[src/rtl/sensor_condition_sync_if.sv]
// Route-controller <-> sensor condition synchroniser handshake.
//   arm       : one-cycle request, latches cond_mask/cond_mode
//   cancel    : abort a pending wait
//   cond_mask : sensor set the condition looks at
//   cond_mode : 0=ANY, 1=NONE, 2=TIMER, 3=ALL
//   y         : one-cycle "condition satisfied" pulse
//   busy      : wait pending or firing
// master = route controller, slave = synchroniser.
interface sensor_condition_sync_if #(
  parameter int NUM_SENSORS = 6
);
  logic                   arm;
  logic                   cancel;
  logic [NUM_SENSORS-1:0] cond_mask;
  logic [1:0]             cond_mode;
  logic                   y;
  logic                   busy;

  modport master (output arm, cancel, cond_mask, cond_mode, input y, busy);
  modport slave  (input arm, cancel, cond_mask, cond_mode, output y, busy);
endinterface

[src/rtl/sensor_condition_sync.sv]
// Track-sensor condition synchroniser.
// Each raw sensor passes through a 2-flop synchroniser and a debouncer; the
// timer flag is synchronised only. On arm, a mask+mode condition is latched
// and the block waits until it holds, then emits a one-cycle y pulse.
// Ports:
//   clk, rst_n  : clock, synchronous active-low reset
//   sensor_in   : raw asynchronous sensor levels (bit i = sensor S(i+1))
//   timer_in    : raw asynchronous timer-expired level
//   ctl         : handshake interface (slave side)
//   sensor_db   : debounced sensor levels

// One sensor lane: 2-flop synchroniser followed by a stability counter.
module scsDebounceLane #(
  parameter int DEBOUNCE_CYCLES = 4,
  parameter int CNT_W           = $clog2(DEBOUNCE_CYCLES + 1)
) (
  input  logic clk,
  input  logic rst_n,
  input  logic rawIn,
  output logic dbOut
);
  logic             sync1, sync2;
  logic [CNT_W-1:0] cnt;

  always_ff @(posedge clk) begin
    if (!rst_n) begin
      sync1 <= 1'b0;
      sync2 <= 1'b0;
      cnt   <= '0;
      dbOut <= 1'b0;
    end else begin
      sync1 <= rawIn;
      sync2 <= sync1;
      if (sync2 == dbOut) begin
        cnt <= '0;
      end else if (cnt == CNT_W'(DEBOUNCE_CYCLES - 1)) begin
        // Differed for DEBOUNCE_CYCLES consecutive cycles: accept new level.
        dbOut <= sync2;
        cnt   <= '0;
      end else begin
        cnt <= cnt + 1'b1;
      end
    end
  end
endmodule

module sensor_condition_sync #(
  parameter int NUM_SENSORS     = 6,
  parameter int DEBOUNCE_CYCLES = 4
) (
  input  logic                   clk,
  input  logic                   rst_n,
  input  logic [NUM_SENSORS-1:0] sensor_in,
  input  logic                   timer_in,
  sensor_condition_sync_if.slave ctl,
  output logic [NUM_SENSORS-1:0] sensor_db
);
  localparam int CNT_W = $clog2(DEBOUNCE_CYCLES + 1);

  localparam logic [1:0] MODE_ANY   = 2'd0;
  localparam logic [1:0] MODE_NONE  = 2'd1;
  localparam logic [1:0] MODE_TIMER = 2'd2;
  localparam logic [1:0] MODE_ALL   = 2'd3;

  typedef enum logic [1:0] {IDLE, ARMED, FIRE} state_t;

  state_t                 state;
  logic [NUM_SENSORS-1:0] latMask;
  logic [1:0]             latMode;
  logic                   timerSync1, timerSync;
  logic                   condTrue;

  // Per-sensor lanes; vector ports are split one bit per instance.
  scsDebounceLane #(
    .DEBOUNCE_CYCLES(DEBOUNCE_CYCLES),
    .CNT_W          (CNT_W)
  ) uLane [NUM_SENSORS-1:0] (
    .clk  (clk),
    .rst_n(rst_n),
    .rawIn(sensor_in),
    .dbOut(sensor_db)
  );

  // Timer flag is already a clean level; synchronise only.
  always_ff @(posedge clk) begin
    if (!rst_n) begin
      timerSync1 <= 1'b0;
      timerSync  <= 1'b0;
    end else begin
      timerSync1 <= timer_in;
      timerSync  <= timerSync1;
    end
  end

  // Condition from the latched mask/mode; a zero mask makes ANY never true
  // and NONE/ALL trivially true.
  always_comb begin
    condTrue = 1'b0;
    case (latMode)
      MODE_ANY:   condTrue = |(sensor_db & latMask);
      MODE_NONE:  condTrue = ~|(sensor_db & latMask);
      MODE_TIMER: condTrue = timerSync;
      MODE_ALL:   condTrue = &(sensor_db | ~latMask);
      default:    condTrue = 1'b0;
    endcase
  end

  // y/busy are registered alongside the state so they are glitch-free.
  always_ff @(posedge clk) begin
    if (!rst_n) begin
      state    <= IDLE;
      latMask  <= '0;
      latMode  <= '0;
      ctl.y    <= 1'b0;
      ctl.busy <= 1'b0;
    end else begin
      case (state)
        IDLE: begin
          ctl.y <= 1'b0;
          if (ctl.arm && !ctl.cancel) begin
            latMask  <= ctl.cond_mask;
            latMode  <= ctl.cond_mode;
            state    <= ARMED;
            ctl.busy <= 1'b1;
          end else begin
            ctl.busy <= 1'b0;
          end
        end
        ARMED: begin
          // cancel wins over a condition that becomes true the same cycle
          if (ctl.cancel) begin
            state    <= IDLE;
            ctl.busy <= 1'b0;
            ctl.y    <= 1'b0;
          end else if (condTrue) begin
            state    <= FIRE;
            ctl.busy <= 1'b1;
            ctl.y    <= 1'b1;
          end else begin
            ctl.busy <= 1'b1;
            ctl.y    <= 1'b0;
          end
        end
        FIRE: begin
          state    <= IDLE;
          ctl.y    <= 1'b0;
          ctl.busy <= 1'b0;
        end
        default: begin
          state    <= IDLE;
          ctl.y    <= 1'b0;
          ctl.busy <= 1'b0;
        end
      endcase
    end
  end
endmodule

[src/flat_wrapper.sv]
// flat-port wrapper written by rule: the top's interface ports become plain ports
module sensor_condition_sync_flat 
#(
  parameter int NUM_SENSORS     = 6,
  parameter int DEBOUNCE_CYCLES = 4
)
  (clk, rst_n, sensor_in, timer_in, sensor_db, ctl_arm, ctl_cancel, ctl_cond_mask, ctl_cond_mode, ctl_y, ctl_busy);
  sensor_condition_sync_if #(.NUM_SENSORS(NUM_SENSORS)) ctl_i ();
  input  logic clk;
  input  logic rst_n;
  input  logic [NUM_SENSORS-1:0] sensor_in;
  input  logic timer_in;
  output logic [NUM_SENSORS-1:0] sensor_db;
  input wire logic [$bits(ctl_i.arm)-1:0] ctl_arm;
  input wire logic [$bits(ctl_i.cancel)-1:0] ctl_cancel;
  input wire logic [$bits(ctl_i.cond_mask)-1:0] ctl_cond_mask;
  input wire logic [$bits(ctl_i.cond_mode)-1:0] ctl_cond_mode;
  output wire logic [$bits(ctl_i.y)-1:0] ctl_y;
  output wire logic [$bits(ctl_i.busy)-1:0] ctl_busy;
  assign ctl_i.arm = ctl_arm;
  assign ctl_i.cancel = ctl_cancel;
  assign ctl_i.cond_mask = ctl_cond_mask;
  assign ctl_i.cond_mode = ctl_cond_mode;
  assign ctl_y = ctl_i.y;
  assign ctl_busy = ctl_i.busy;
  sensor_condition_sync #(.NUM_SENSORS(NUM_SENSORS), .DEBOUNCE_CYCLES(DEBOUNCE_CYCLES)) u_core (.clk(clk), .rst_n(rst_n), .sensor_in(sensor_in), .timer_in(timer_in), .ctl(ctl_i), .sensor_db(sensor_db));
endmodule
[config.mk]
export PLATFORM = sky130hd
export DESIGN_NAME = sensor_condition_sync_flat
export DESIGN_NICKNAME = d
export VERILOG_FILES = /design/src/rtl/sensor_condition_sync_if.sv /design/src/rtl/sensor_condition_sync.sv /design/src/flat_wrapper.sv
export SDC_FILE = /design/constraint.sdc
export NUM_CORES = 1
export LEC_CHECK = 0
export ABC_AREA = 1
export CELL_PAD_IN_SITES_DETAIL_PLACEMENT = 0
export CELL_PAD_IN_SITES_GLOBAL_PLACEMENT = 2
export CORE_UTILIZATION = 33
export CTS_BUF_LIST = sky130_fd_sc_hd__clkbuf_8 sky130_fd_sc_hd__clkbuf_16
export DETAILED_ROUTE_END_ITERATION = 12
export PLACE_DENSITY_LB_ADDON = 0.1
export RECOVER_POWER = 100
export SLEW_MARGIN = 0
export SYNTH_ARGS = -nofsm -noshare
export SYNTH_HDL_FRONTEND = slang
export SYNTH_SLANG_ARGS = --single-unit
[constraint.sdc]
create_clock -name clk -period 2.15 [get_ports clk]
set_clock_uncertainty 0.1 [all_clocks]
set_input_delay 0.5375 -clock clk [delete_from_list [all_inputs] [get_ports clk]]
set_output_delay 0.5375 -clock clk [all_outputs]
set_load 0.02 [all_outputs]
# Word level (Yosys, flattened, before mapping)
# Cells that the tools add are included.
op_classes:
  reduce_logical: 22
  bitwise_logic: 11
  addsub: 6
  n_eq_ne: 18
  n_mux: 9
ops:
  columns: ["op", "n"]
  rows:
  - ["3-bit OR reduction", 7]
  - ["3-bit by 1-bit adder with 3-bit output (second input constant)", 6]
  - ["3-bit by 2-bit equality test with 1-bit output (second input constant)", 6]
  - ["2-bit AND reduction", 8]
  - ["1-bit inverter", 8]
  - ["6-bit bitwise AND", 1]
  - ["1-bit equality test", 6]
  - ["2-bit two-way mux", 3]
  - ["6-bit inverter", 1]
  - ["6-bit bitwise OR", 1]
  - ["6-bit AND reduction", 1]
  - ["6-bit OR reduction", 1]
  - ["2-bit by 1-bit equality test with 1-bit output (second input constant)", 2]
  - ["2-bit equality test (second input constant)", 2]
  - ["2-bit logical NOT", 2]
  - ["1-bit case mux with 4 select lines", 1]
  - ["2-bit case mux with 2 select lines", 1]
  - ["1-bit two-way mux", 3]
  - ["3-bit by 2-bit != test with 1-bit output (second input constant)", 1]
  - ["1-bit logical NOT", 2]
  - ["2-bit by 1-bit != test with 1-bit output (second input constant)", 1]
  - ["1-bit case mux with 2 select lines", 1]
  - ["1-bit logical AND", 1]
totals:
  register_bits: 50
  inputBits: 19
  wordCells: 97

# Logic depth before layout (Yosys ltp)
depth:
  depth_word: 7
  mapped_depth: 9

# Hierarchy
# From an unflattened synthesis, not the netlist that was laid out.
unflattened:
  cells_unflattened: 256
  hier_area_um2: 1999.4
by_module_without_submodules:
  columns: ["mod", "area_each_um2", "seq_area_each_um2", "instances", "cells_per_inst"]
  rows:
  - ["scsDebounceLane", 224.0, 120.1, 6, 26]
  - ["sensor_condition_sync", 655.6, 280.3, 1, 100]

# Worst setup path after synthesis
# Ideal clock, no wire load.
synth_timing:
  path_type: "input-to-reg"
  start: "input ctl_arm"
  end: "register u_core.latMask[1]"
  arrival_ns: 1.009
  path_stages: 6
  path_slack_ns: 0.922
  setup_time_ns: 0.119
  path_cell_list: "inv_1 > nor2_1 > nand2_1 > buf_2 > o21ai_0 > a21oi_1"
synth_between:
  elab_chain_cells: 2
synth_lines:
  columns: ["item", "line_no", "rtl"]
  rows:
  - ["from (decl)", "flat_wrapper.sv:14", "input wire logic [$bits(ctl_i.arm)-1:0] ctl_arm;"]
  - ["1-bit logical AND", "sensor_condition_sync.sv:120", "if (ctl.arm && !ctl.cancel) begin"]
  - ["2-bit AND reduction (no line)", null, null]
  - ["to (signal assigned)", "sensor_condition_sync.sv:121", "latMask <= ctl.cond_mask;"]
  - ["to (decl)", "sensor_condition_sync.sv:68", "logic [NUM_SENSORS-1:0] latMask;"]
# Every way passes these cells.
# A chain may end at the register's enable or synchronous reset.

# Worst setup path in the final report
layout_timing:
  start: "register u_core.uLane[4].dbOut"
  end: "output sensor_db[4]"
layout_lines:
  columns: ["item", "line_no", "rtl"]
  rows:
  - ["from (decl)", "sensor_condition_sync.sv:20", "output logic dbOut"]
  - ["from (signal assigned)", "sensor_condition_sync.sv:38", "dbOut <= sync2;"]
  - ["to (decl)", "flat_wrapper.sv:13", "output logic [NUM_SENSORS-1:0] sensor_db;"]
# No word-level cell between the ends.

==> qor.yml <==
clock_network:
  cts.hold.buffers_added: 0
  cts.sink_count: 50
  cts.repair.resized: 0
  h-tree-depth: 2
  post_cts_buffers: 0
  worstSkewPairLatency_ns: 0.29
  cts_buffers: 5
  cts_tree: "yes"
  path_clk_slew_ns: 0.09
  cts-root-buf: "clkbuf_8"
  clockBufferDepth: 2
grt:
  grt_usage_pct: 12.60
  met2_usage_pct: 20.43
  grt_pass1_wl_mm: 6.030
  met3_usage_pct: 4.419
  overflow: 0
  grt-busiest-layer: "met2"
  grt_pass1_vias: 1416
  antenna_found_initial: 0
  grt_max_degree: 28
  grtUsageMet1_pct: 14.91
flow_run:
  max-cap-violations: 0
placed_design:
  port_buffers: 26
  gp_congestion: 0.6794
  dp_hpwl_mm: 2.390
  pre_cts_ws_ns: 0.1961
routing:
  antenna_left: 0
  drt_iter0_drc: 59
  dr.pass1.iters: 4
  wl_per_cell_um: 9.602
  num_vias: 1419
  drc: 0
  viasPerCell: 4.186
  drt_wl_total_mm: 3.255
timing:
  timing.fmax_ghz: 0.4862
  worst_slack_ns: 0.09327
  slew_viol_final: 0
  tns_ns: 0
  hold_ws_ns: 0.3156
  slew_headroom_pct: 66.79
  setup_viol: 0
  finalHoldViolCount: 0
  period_needed_ns: 2.057
  rsz0062_at_grt: "false"
  fin_crit_sh_pct: 95.66
  worst_pin_slew_ns: 0.4981
synthesis:
  synth-compound-area-share_pct: 10.19
  ys_types: 15
  synth_fa_ha_area_share_pct: 7.737
  ys_warn_count: 0
  synth_area_per_cell_sq_um: 7.986
  synthMuxAreaShare_pct: 0
  netlist_area_sq_mm: 0.001941
  synth_xor_area_share_pct: 0
  syn_inst: 243
  ys_seq_area_share_pct: 51.58
  synth_top_family_by_area: "simple AND/OR/NAND/NOR gates"
  ys_ff_latch: 50
  synth-simple-area-share_pct: 17.41
  syn_nets: 274
die:
  row_count: 27
  initial_core_util_pct: 34.81
  die_y_um: 78.69
  core_sq_mm: 0.005574
  dieArea_sq_mm: 0.006191
  io_pins: 27
  dieWidth_um: 78.69
setup_path:
  crit_path_end_kind: "output pin"
  critical_path_required_ns: 1.51
  cpPeakStageDelay_ns: 0.70
  critical_path.n_buffers_inverters: 1
  crit_chain: "dlygate4sd3_1"
  path_delay_family: "buffers and inverters"
  crit_type: "reg -> out"
  slowest_stage: "dlygate4sd3_1"
  worstPathArrival_ns: 1.42
  startpoint_type: "flop"
  critical_path.max_fanout: 6
power_and_ir_drop:
  finalPower_w: 0.001743
  ir_drop_uv: 327.4
  power_density_mw_per_mm2: 744.2
  p_leak_nw: 1.067
run_status:
  status: "completed"
final_layout:
  drive_gt1_share_pct: 3.371
  num-fill-cells: 585
  area_growth_syn_to_layout_pct: 20.70
  n_antenna_cell: 0
  nets: 298
worst_hold_path:
  hold_class: "reg -> reg"
per-layer routing:
layer	wire, um	up-vias
met3	161	5
met5	0	-
met4	60	0
met2	1445	21
li1	-	783
met1	1587	610
layout make-up:
cell class	instances	area [sq um]	area share, %
Inverter	49	183.9	7.853
Tap cell	72	90.09	3.846
Timing Repair Buffer	28	269.0	11.49
Sequential cell	50	1001	42.73
Clock buffer	6	82.58	3.526
Multi-Input combinational cell	133	685.7	29.27
Clock inverter	1	30.03	1.282
worst paths after layout:
check / from / endpoint / slack, ns / cells past startpoint
worst min-delay path: u_core.uLane[2].sync1 / u_core.uLane[2].sync2 / 0.32 / 2
worst max-delay path: u_core.uLane[4].dbOut / sensor_db[4] / 0.09 / 1
worst max register to register: u_core.uLane[0].cnt[0] / u_core.uLane[0].cnt[2] / 0.86 / 5
worst min register to register: u_core.uLane[2].sync1 / u_core.uLane[2].sync2 / 0.32 / 2
logic make-up after synthesis:
family / Yosys count
AOI/OAI and AO/OA: 36
adders and majority gates: 12
buffers and inverters: 60
DFF: 50
and+or+nand+nor: 85
cells in the final DEF (no fill, tap or decap):
cell type / instances
a21oi_1: 14
bufinv_16: 1
clkbuf_1: 1
clkbuf_2: 1
clkbuf_8: 6
clkdlybuf4s50_1: 21
dfxtp_1: 50
dlygate4sd3_1: 5
ha_1: 12
inv_1: 49
nand2_1: 39
nand3_1: 3
nand3b_1: 2
nand4_1: 2
nor2_1: 38
nor2_2: 1
o211ai_1: 6
o21a_1: 1
o21ai_0: 15
sequential cells by signal, summed over array words and instances (netlist names):
| name | cells |
|---|---|
| u_core.uLane.cnt | 18 |
| u_core.latMask | 6 |
| u_core.uLane.dbOut | 6 |
| u_core.uLane.sync1 | 6 |
| u_core.uLane.sync2 | 6 |
| u_core.latMode | 2 |
| u_core.state | 2 |
| u_core.ctl.busy | 1 |
| u_core.ctl.y | 1 |
| u_core.timerSync | 1 |
| u_core.timerSync1 | 1 |
per-stage QoR:
step | area [sq um] | instances | utilization (%)
floorplan | 1941 | 243 | -
global placement | 2248 | 332 | 40.34
detailed placement | 2248 | 332 | 40.34
CTS | 2361 | 339 | 42.36
global route | 2342 | 339 | 42.02
finish | 2342 | 339 | 42.02
Yosys cell counts:
library cell  count  area share [%]
o21ai_0          15             3.9
nand4_1           2            0.64
dfxtp_1          50              52
nand2_1          39             7.5
o21a_1            1            0.39
nor2_1           38             7.4
buf_2             5             1.3
nand3_1           3            0.77
a21oi_1          14             3.6
nand3b_1          2            0.77
inv_1            49             9.5
o211ai_1          6             2.3
buf_4             6             2.3
nor2_2            1            0.32
ha_1             12             7.7
power breakdown:
group	leakage, nW	switching [W]	internal (W)
combinational	0.602	0.0000555	0.0000560
sequential	0.408	0.0000169	0.000954
clock	0.0573	0.000288	0.000372
(Power assumes the default switching activity.)
